===== src/rtl/tower_core.sv =====
// tower_core: game tower entity holding health, deploy position and life state (QI/QDeploy/QAlive/QDead).
// Optional per-tick health regeneration in QAlive is enabled by defining TOWER_REGEN_EN.
module tower_core #(
  parameter int HP_W        = 8,
  parameter int MAX_HP      = 255,
  parameter int N_ATK       = 2,
  parameter int DMG_W       = 8,
  parameter int POS_W       = 9,
  parameter int DEAD_HOLD   = 10,
  parameter int REGEN_TICKS = 16,
  parameter int REGEN_AMT   = 1
) (
  input  logic                   clk,
  input  logic                   reset,
  input  logic                   gameTick,
  input  logic                   startLevel,
  input  logic                   player,
  input  logic [N_ATK*DMG_W-1:0] damageIn,
  input  logic [N_ATK-1:0]       attackSCEN,
  output logic [HP_W-1:0]        health,
  output logic [POS_W-1:0]       position,
  output logic                   isPlayer,
  output logic                   alive,
  output logic                   dead,
  output logic                   levelComplete,
  output logic                   hitFlag
);

  localparam int TW  = DMG_W + $clog2(N_ATK) + 1;
  localparam int CW  = ((TW > HP_W) ? TW : HP_W) + 2;
  localparam int DCW = $clog2(DEAD_HOLD + 1);

  typedef enum logic [3:0] {
    QI      = 4'b0001,
    QDeploy = 4'b0010,
    QAlive  = 4'b0100,
    QDead   = 4'b1000
  } state_t;

  state_t           r_state, w_next;
  logic [HP_W-1:0]  r_health, w_health;
  logic [POS_W-1:0] r_pos, w_pos;
  logic             r_isp, w_isp;
  logic             r_alive, r_dead, r_lvl, r_hit, w_hit;
  logic [DCW-1:0]   r_dcnt, w_dcnt;
  logic [TW-1:0]    w_total;
  logic [CW-1:0]    w_total_c, w_health_c;
  logic             w_regen_step;
  logic [HP_W-1:0]  w_regen_hp;

  // Sum of strobed damage channels, wide enough that it can never wrap
  always_comb begin
    w_total = '0;
    for (int k = 0; k < N_ATK; k++) begin
      if (attackSCEN[k]) begin
        w_total = w_total + TW'(damageIn[k*DMG_W +: DMG_W]);
      end else begin
        w_total = w_total;
      end
    end
  end

  assign w_total_c  = CW'(w_total);
  assign w_health_c = CW'(r_health);

`ifdef TOWER_REGEN_EN
  localparam int RCW = $clog2(REGEN_TICKS + 1);
  logic [RCW-1:0] r_rcnt;
  logic [CW-1:0]  w_regen_sum;

  assign w_regen_step = gameTick && (r_rcnt == RCW'(REGEN_TICKS - 1));
  assign w_regen_sum  = w_health_c - w_total_c + CW'(REGEN_AMT);
  assign w_regen_hp   = (w_regen_sum > CW'(MAX_HP)) ? HP_W'(MAX_HP) : HP_W'(w_regen_sum);

  // Regen tick counter; only runs while staying in QAlive
  always_ff @(posedge clk) begin
    if (reset) begin
      r_rcnt <= '0;
    end else if ((r_state != QAlive) || (w_next != QAlive)) begin
      r_rcnt <= '0;
    end else if (gameTick) begin
      r_rcnt <= w_regen_step ? '0 : (r_rcnt + RCW'(1));
    end else begin
      r_rcnt <= r_rcnt;
    end
  end
`else
  assign w_regen_step = 1'b0;
  assign w_regen_hp   = r_health;
`endif

  // Next-state and next-value logic for the tower FSM
  always_comb begin
    w_next   = QI;
    w_health = r_health;
    w_pos    = r_pos;
    w_isp    = r_isp;
    w_hit    = 1'b0;
    w_dcnt   = r_dcnt;
    case (r_state)
      QI: begin
        w_health = HP_W'(MAX_HP);
        w_dcnt   = '0;
        if (startLevel) begin
          w_isp  = player;
          w_next = QDeploy;
        end else begin
          w_next = QI;
        end
      end
      QDeploy: begin
        w_pos  = r_isp ? {POS_W{1'b1}} : {POS_W{1'b0}};
        w_next = QAlive;
      end
      QAlive: begin
        w_hit = (w_total != '0);
        if (w_total_c >= w_health_c) begin
          w_health = '0;
          w_next   = QDead;
        end else if (w_regen_step) begin
          w_health = w_regen_hp;
          w_next   = QAlive;
        end else begin
          w_health = HP_W'(w_health_c - w_total_c);
          w_next   = QAlive;
        end
      end
      QDead: begin
        w_health = '0;
        if (gameTick && (r_dcnt == DCW'(DEAD_HOLD - 1))) begin
          w_next   = QI;
          w_health = HP_W'(MAX_HP);
          w_dcnt   = '0;
        end else if (gameTick) begin
          w_next = QDead;
          w_dcnt = r_dcnt + DCW'(1);
        end else begin
          w_next = QDead;
        end
      end
      default: begin
        w_next   = QI;
        w_health = HP_W'(MAX_HP);
        w_dcnt   = '0;
      end
    endcase
  end

  // State register
  always_ff @(posedge clk) begin
    if (reset) begin
      r_state <= QI;
    end else begin
      r_state <= w_next;
    end
  end

  // Registered datapath and status outputs, aligned with the state they describe
  always_ff @(posedge clk) begin
    if (reset) begin
      r_health <= HP_W'(MAX_HP);
      r_pos    <= '0;
      r_isp    <= 1'b0;
      r_alive  <= 1'b0;
      r_dead   <= 1'b0;
      r_lvl    <= 1'b0;
      r_hit    <= 1'b0;
      r_dcnt   <= '0;
    end else begin
      r_health <= w_health;
      r_pos    <= w_pos;
      r_isp    <= w_isp;
      r_alive  <= (w_next == QAlive);
      r_dead   <= (w_next == QDead);
      r_lvl    <= (w_next == QDead);
      r_hit    <= w_hit;
      r_dcnt   <= w_dcnt;
    end
  end

  assign health        = r_health;
  assign position      = r_pos;
  assign isPlayer      = r_isp;
  assign alive         = r_alive;
  assign dead          = r_dead;
  assign levelComplete = r_lvl;
  assign hitFlag       = r_hit;

endmodule


===== config.mk =====
export PLATFORM = sky130hd
export DESIGN_NAME = tower_core
export DESIGN_NICKNAME = d
export VERILOG_FILES = /design/src/rtl/tower_core.sv
export SDC_FILE = /design/constraint.sdc
export NUM_CORES = 1
export LEC_CHECK = 0
export BUFFER_PORTS_ARGS = -buffer_cell sky130_fd_sc_hd__buf_2
export CORE_MARGIN = 2
export CORE_UTILIZATION = 49
export CTS_BUF_LIST = sky130_fd_sc_hd__clkbuf_16
export DETAILED_ROUTE_END_ITERATION = 10
export PLACE_DENSITY_LB_ADDON = 0.12
export SYNTH_ARGS = -nofsm -noshare
export SYNTH_HDL_FRONTEND = slang
export SYNTH_SLANG_ARGS = --single-unit
export TNS_END_PERCENT = 30

===== constraint.sdc =====
create_clock -name clk -period 4.4 [get_ports clk]
set_clock_uncertainty 0.15 [all_clocks]
set_input_delay 1.1 -clock clk [delete_from_list [all_inputs] [get_ports clk]]
set_output_delay 1.1 -clock clk [all_outputs]
set_load 0.05 [all_outputs]

=== After elaboration in Yosys (flattened, before gate mapping) ===
Cells that the tools add are included.

* Add/subtract/negate cells: 3
* Multipliers: 0
* Div/mod/pow operators: 0
* $lt $le $gt $ge: 1
* Equal/unequal tests: 8
* Shift-type cells: 0
* Mux-type cells: 13
* Bitwise operators: 2
* Reduce and logical (&&, ||, !) cells: 6

{| class="wikitable"
|+ Operator list
! cell !! number
|-
| two-way mux 8 bit || 3
|-
| one-hot mux 8 bit (3 select lines) || 1
|-
| two-way mux 4 bit || 4
|-
| one-hot mux 4 bit (4 select lines) || 1
|-
| == test 4 bit, second input constant || 3
|-
| adder 10 x 8 -> 10 bit || 1
|-
| greater-or-equal comparator 10 x 8 -> 1 bit || 1
|-
| two-way mux 10 bit || 1
|-
| nonzero test 10 bit || 1
|-
| two-way mux 9 bit || 1
|-
| == test 4 x 3 -> 1 bit, second input constant || 2
|-
| one-hot mux 4 bit (2 select lines) || 1
|-
| subtractor 8 bit || 1
|-
| adder 4 x 1 -> 4 bit, second input constant || 1
|-
| == test 4 x 1 -> 1 bit, second input constant || 1
|-
| == test 4 x 2 -> 1 bit, second input constant || 1
|-
| AND reduction 2 bit || 2
|-
| OR reduction 2 bit || 2
|-
| inequality test 3 bit, second input constant || 1
|-
| two-way mux 2 bit || 1
|-
| NOT 1 bit || 2
|-
| logical AND 1 bit || 1
|}

* Flip-flop bits (word level): 29
* Latch bits: 0
* Memory bits (writable): 0
* Memory bits (read-only): 0
* Input bits: 23
* Memories: 0

=== Logic depth before layout (Yosys ltp) ===
* Depth after elaboration: 7
* Gate-level depth with buffers: 20

=== Least setup slack after synthesis ===
OpenSTA, ideal clock, no wires.

* Path kind: input to register
* Start: input attackSCEN[0]
* End: register r_health[2] (netlist: health[2])
* Library setup time: 59 ps
* Arrival: 4157 ps
* Data required time: 4191 ps
* Setup slack: 34 ps
* Stages on the path: 19
* Buffers on the path: 1
* Cells stage by stage: clkbuf_1 -> nand2_1 -> inv_1 -> ha_1 -> a21oi_1 -> o21ai_1 -> maj3_2 -> a21oi_1 -> xnor2_1 -> mux2i_1 -> inv_1 -> ha_1 -> a21o_1 -> a21o_1 -> a21oi_1 -> o31a_2 -> nand3_2 -> o21ai_0 -> o21a_1

* Word-level cells in the longest chain between the ends: 6

{| class="wikitable"
|+ RTL lines
! element !! line !! source
|-
| from (decl) || 19 || <nowiki>input logic [N_ATK-1:0] attackSCEN,</nowiki>
|-
| two-way mux 8 bit * || 55 || <nowiki>if (attackSCEN[k]) begin</nowiki>
|-
| adder 10 x 8 -> 10 bit || 56 || <nowiki>w_total = w_total + TW'(damageIn[k*DMG_W +: DMG_W]);</nowiki>
|-
| two-way mux 10 bit * || 55 ||
|-
| subtractor 8 bit / greater-or-equal comparator 10 x 8 -> 1 bit (equally long branches) || 124, 117 ||
|-
| two-way mux 8 bit * || 117 || <nowiki>if (w_total_c >= w_health_c) begin</nowiki>
|-
| one-hot mux 8 bit (3 select lines) * || 100 || <nowiki>case (r_state)</nowiki>
|-
| to (signal assigned) || 161 || <nowiki>r_health <= HP_W'(MAX_HP);</nowiki>
|-
| to (signal assigned) || 170 || <nowiki>r_health <= w_health;</nowiki>
|-
| to (decl) || 41 || <nowiki>logic [HP_W-1:0] r_health, w_health;</nowiki>
|}

Every way passes the cells marked *; elsewhere a longest branch is shown, timed or not.
A chain may end at the register's enable or synchronous reset.

=== Worst setup path in the final report ===
Ends and elaborated chain as after synthesis.

==> results.cfg <==
[outcome]
outcome = finished clean

[setup_path]
cp_top_family = adder cells
cp_max_fo = 9
start_kind = primary input
max_stage_delay_ns = 0.44
cp_num_buf_inv = 5
cp_cell_sequence = buf_2 > nand2_1 > inv_1 > ha_1 > inv_1 > fa_1 > inv_2 > maj3_2 > nand4_1 > o2111ai_1 > xor2_1 > mux2i_1 > inv_1 > ha_1 > a21o_1 > a21oi_1 > o31a_2 > nand3_4 > o21ai_0 > o21a_1
critPathSlowestCell = fa_1
required_ns = 4.45
timing.critical_path.mode_cell = inv_1
worstSetupPathType = primary input to flip-flop
arrival_ns = 4.22
end_kind = flip-flop

[floorplanning]
ios = 45
die_x_um = 67.0
fp.coreArea_um2 = 3740
core.rowCount = 22
dieArea_um2 = 4480
floorplan.initialDensity = 0.519
dieHeight_um = 67.0

[placement]
gp_congestion = 0.902
port_buffers = 44
dp_hpwl_um = 3400

[synth]
synth_ff_type = dfxtp_1
synth-async-reset-ratio = 0
synth_nets = 293
synth_common_cells = 24 x inv_1, 23 x ha_1, 23 x nor2_1, 21 x dfxtp_1
post_synth.cell_area_avg_um2 = 7.93
synth_top_cell_by_area = dfxtp_1
ys_types = 51
yosys-top-cells-area = dfxtp_1 22%, ha_1 15%, inv_1 4.6%
synth_warnings = 0
synth_edf_count = 0
synth_area_um2 = 1940
yosysMostFrequentCell = inv_1
ys_seq_elements = 21
yosysSeqAreaShare = 0.216
synthDominantCellAreaShare = 0.216
syn_inst = 245

[layout]
area_delta_synth_final_pct = 19.8
n_antenna_cell = 0
drive_gt1_frac = 0.244
n_fill_cell = 383
fin_util = 0.621
nets = 340
seqCellArea_um2 = 420
multi_input_area_um2 = 1340

[timing]
timing.final.crit_share = 0.949
worst_slew_pin_slew_ns = 0.368
maxSlewHeadroom = 0.752
slew_viol_final = 0
max_freq_mhz = 240
whs_ns = 0.343
period_needed_ns = 4.17
finalHoldViolCount = 0
setup_violations = 0

[clocking]
cts_max_path_buffers = 2
clock_latency_ns = 0.25
ctsHtreeMaxLevel = 1
cts.sinks = 21
root_buffer = clkbuf_16
clkTransAtPathRegs_ns = 0.06
ctsHoldBuffers = 0
cts_tree = built
cts_setup_buffers = 0
numCtsBuffers = 3

[drt]
routed_wirelength_um = 4230
antenna_left = 0
drc_errors = 0
drtPass1Iterations = 4
vias = 1792
drt_iter0_markers = 162
wl_per_cell_um = 12.5
vias_per_cell = 5.29

[power_and_ir_drop]
p_per_area_nw_per_um2 = 242
irDropWorstVdd_mv = 0.123
power_uw = 563
leakage_uw = 0.00119

[global_routing]
grt_max_degree = 15
antenna_found_initial = 0
grtUsageTotal = 0.193
grt_pass1_wl_um = 6790
first_global_vias = 1578
grt_overflow = 0

[run]
drv_cap = 0

[worst_hold_path]
worstHoldPathType = flip-flop to flip-flop
-- power by group --
part / switching (µW) / internal, µW / total [µW]
Combinational: 94.8 / 84.5 / 179
Sequential: 4.13 / 193 / 197
Clock: 65.6 / 121 / 186
-- kinds of logic (layout without fill, tap and decap cells) --
logic type	count (synthesis)	count (layout)	share of synthesized area
AOI/OAI and AO/OA	64	64	0.211
xor gates and xnor gates	14	14	0.0631
adders and majority gates	27	27	0.180
buffers and inverters	41	87	0.101
DFF	21	21	0.216
muxes	6	6	0.0335
and+or+nand+nor	72	72	0.194
-- registers in the layout (all words and copies together) (netlist names) --
signal and flops:
levelComplete 1, hitFlag 1, isPlayer 1, position 1, r_state 4, alive 1
health 8, r_dcnt 4
-- cells in the final DEF (no fill, tap or decap), types with 4 or more instances in the layout --
cell | synthesis | final
and2_1 | 5 | 5
nand3_1 | 4 | 4
ha_1 | 23 | 23
a21o_1 | 7 | 7
a21oi_1 | 14 | 14
xor2_1 | 6 | 6
o21ai_0 | 14 | 14
o21a_1 | 4 | 4
mux2i_1 | 5 | 5
o21ai_1 | 4 | 4
buf_4 | 9 | 12
inv_1 | 24 | 25
xnor2_1 | 8 | 8
a31oi_1 | 5 | 5
nand2_1 | 11 | 11
dfxtp_1 | 21 | 21
nor2_1 | 23 | 23
nand2b_1 | 6 | 6
nor3_1 | 5 | 5
buf_2 | 1 | 44
-- path summary, 6_finish.rpt --
| path | from | endpoint | slack (ns) | cells after the start |
|---|---|---|---|---|
| min | r_dcnt[3]$_SDFFE_PP0P_ | r_dcnt[3]$_SDFFE_PP0P_ | 0.34 | 2 |
| max reg2reg | health[1]$_SDFFE_PP1N_ | health[7]$_SDFFE_PP1N_ | 2.10 | 9 |
| min reg2reg | r_dcnt[3]$_SDFFE_PP0P_ | r_dcnt[3]$_SDFFE_PP0P_ | 0.34 | 2 |
| max | attackSCEN[0] | health[2]$_SDFFE_PP1N_ | 0.23 | 20 |
-- timing repair --
| action | CTS | global route |
|---|---|---|
| setup endpoints to repair | 0 | 9 |
| hold endpoints to repair | 0 | 0 |
| gates resized for setup | 0 | 2 |
-- final cells by class --
class / count / area share
Clock buffer: 3 / 0.0323
Clock inverter: 1 / 0.00161
Inverter: 26 / 0.0420
Multi-Input combinational cell: 183 / 0.576
Sequential cell: 21 / 0.181
Tap cell: 48 / 0.0258
Timing Repair Buffer: 57 / 0.142
-- tightest hold or removal path, stage by stage, from the launching register on --
cell and delay [ns]:
dfxtp_1 0.32, o21ai_0 0.07, a21oi_1 0.06
-- layer usage --
layer / global-route usage / routed length [µm]
met4: 0.0459 / 32
met1: 0.263 / 1970
met2: 0.321 / 2080
met3: 0.0236 / 138
met5: 0 / 0
-- metrics by stage --
step | worst slack [ns] | TNS (ns) | std cells | instance area (µm²)
2_1_floorplan | 0.0335 | 0 | 245 | 1940
3_3_place_gp | 0.0158 | 0 | 335 | 2230
3_5_place_dp | -0.0941 | -0.366 | 335 | 2230
4_1_cts | 0.149 | 0 | 339 | 2310
5_1_grt | -0.0120 | -0.0178 | 339 | 2330
6_report | 0.225 | 0 | 339 | 2330
Note: power is estimated with default switching activity, not from simulation.
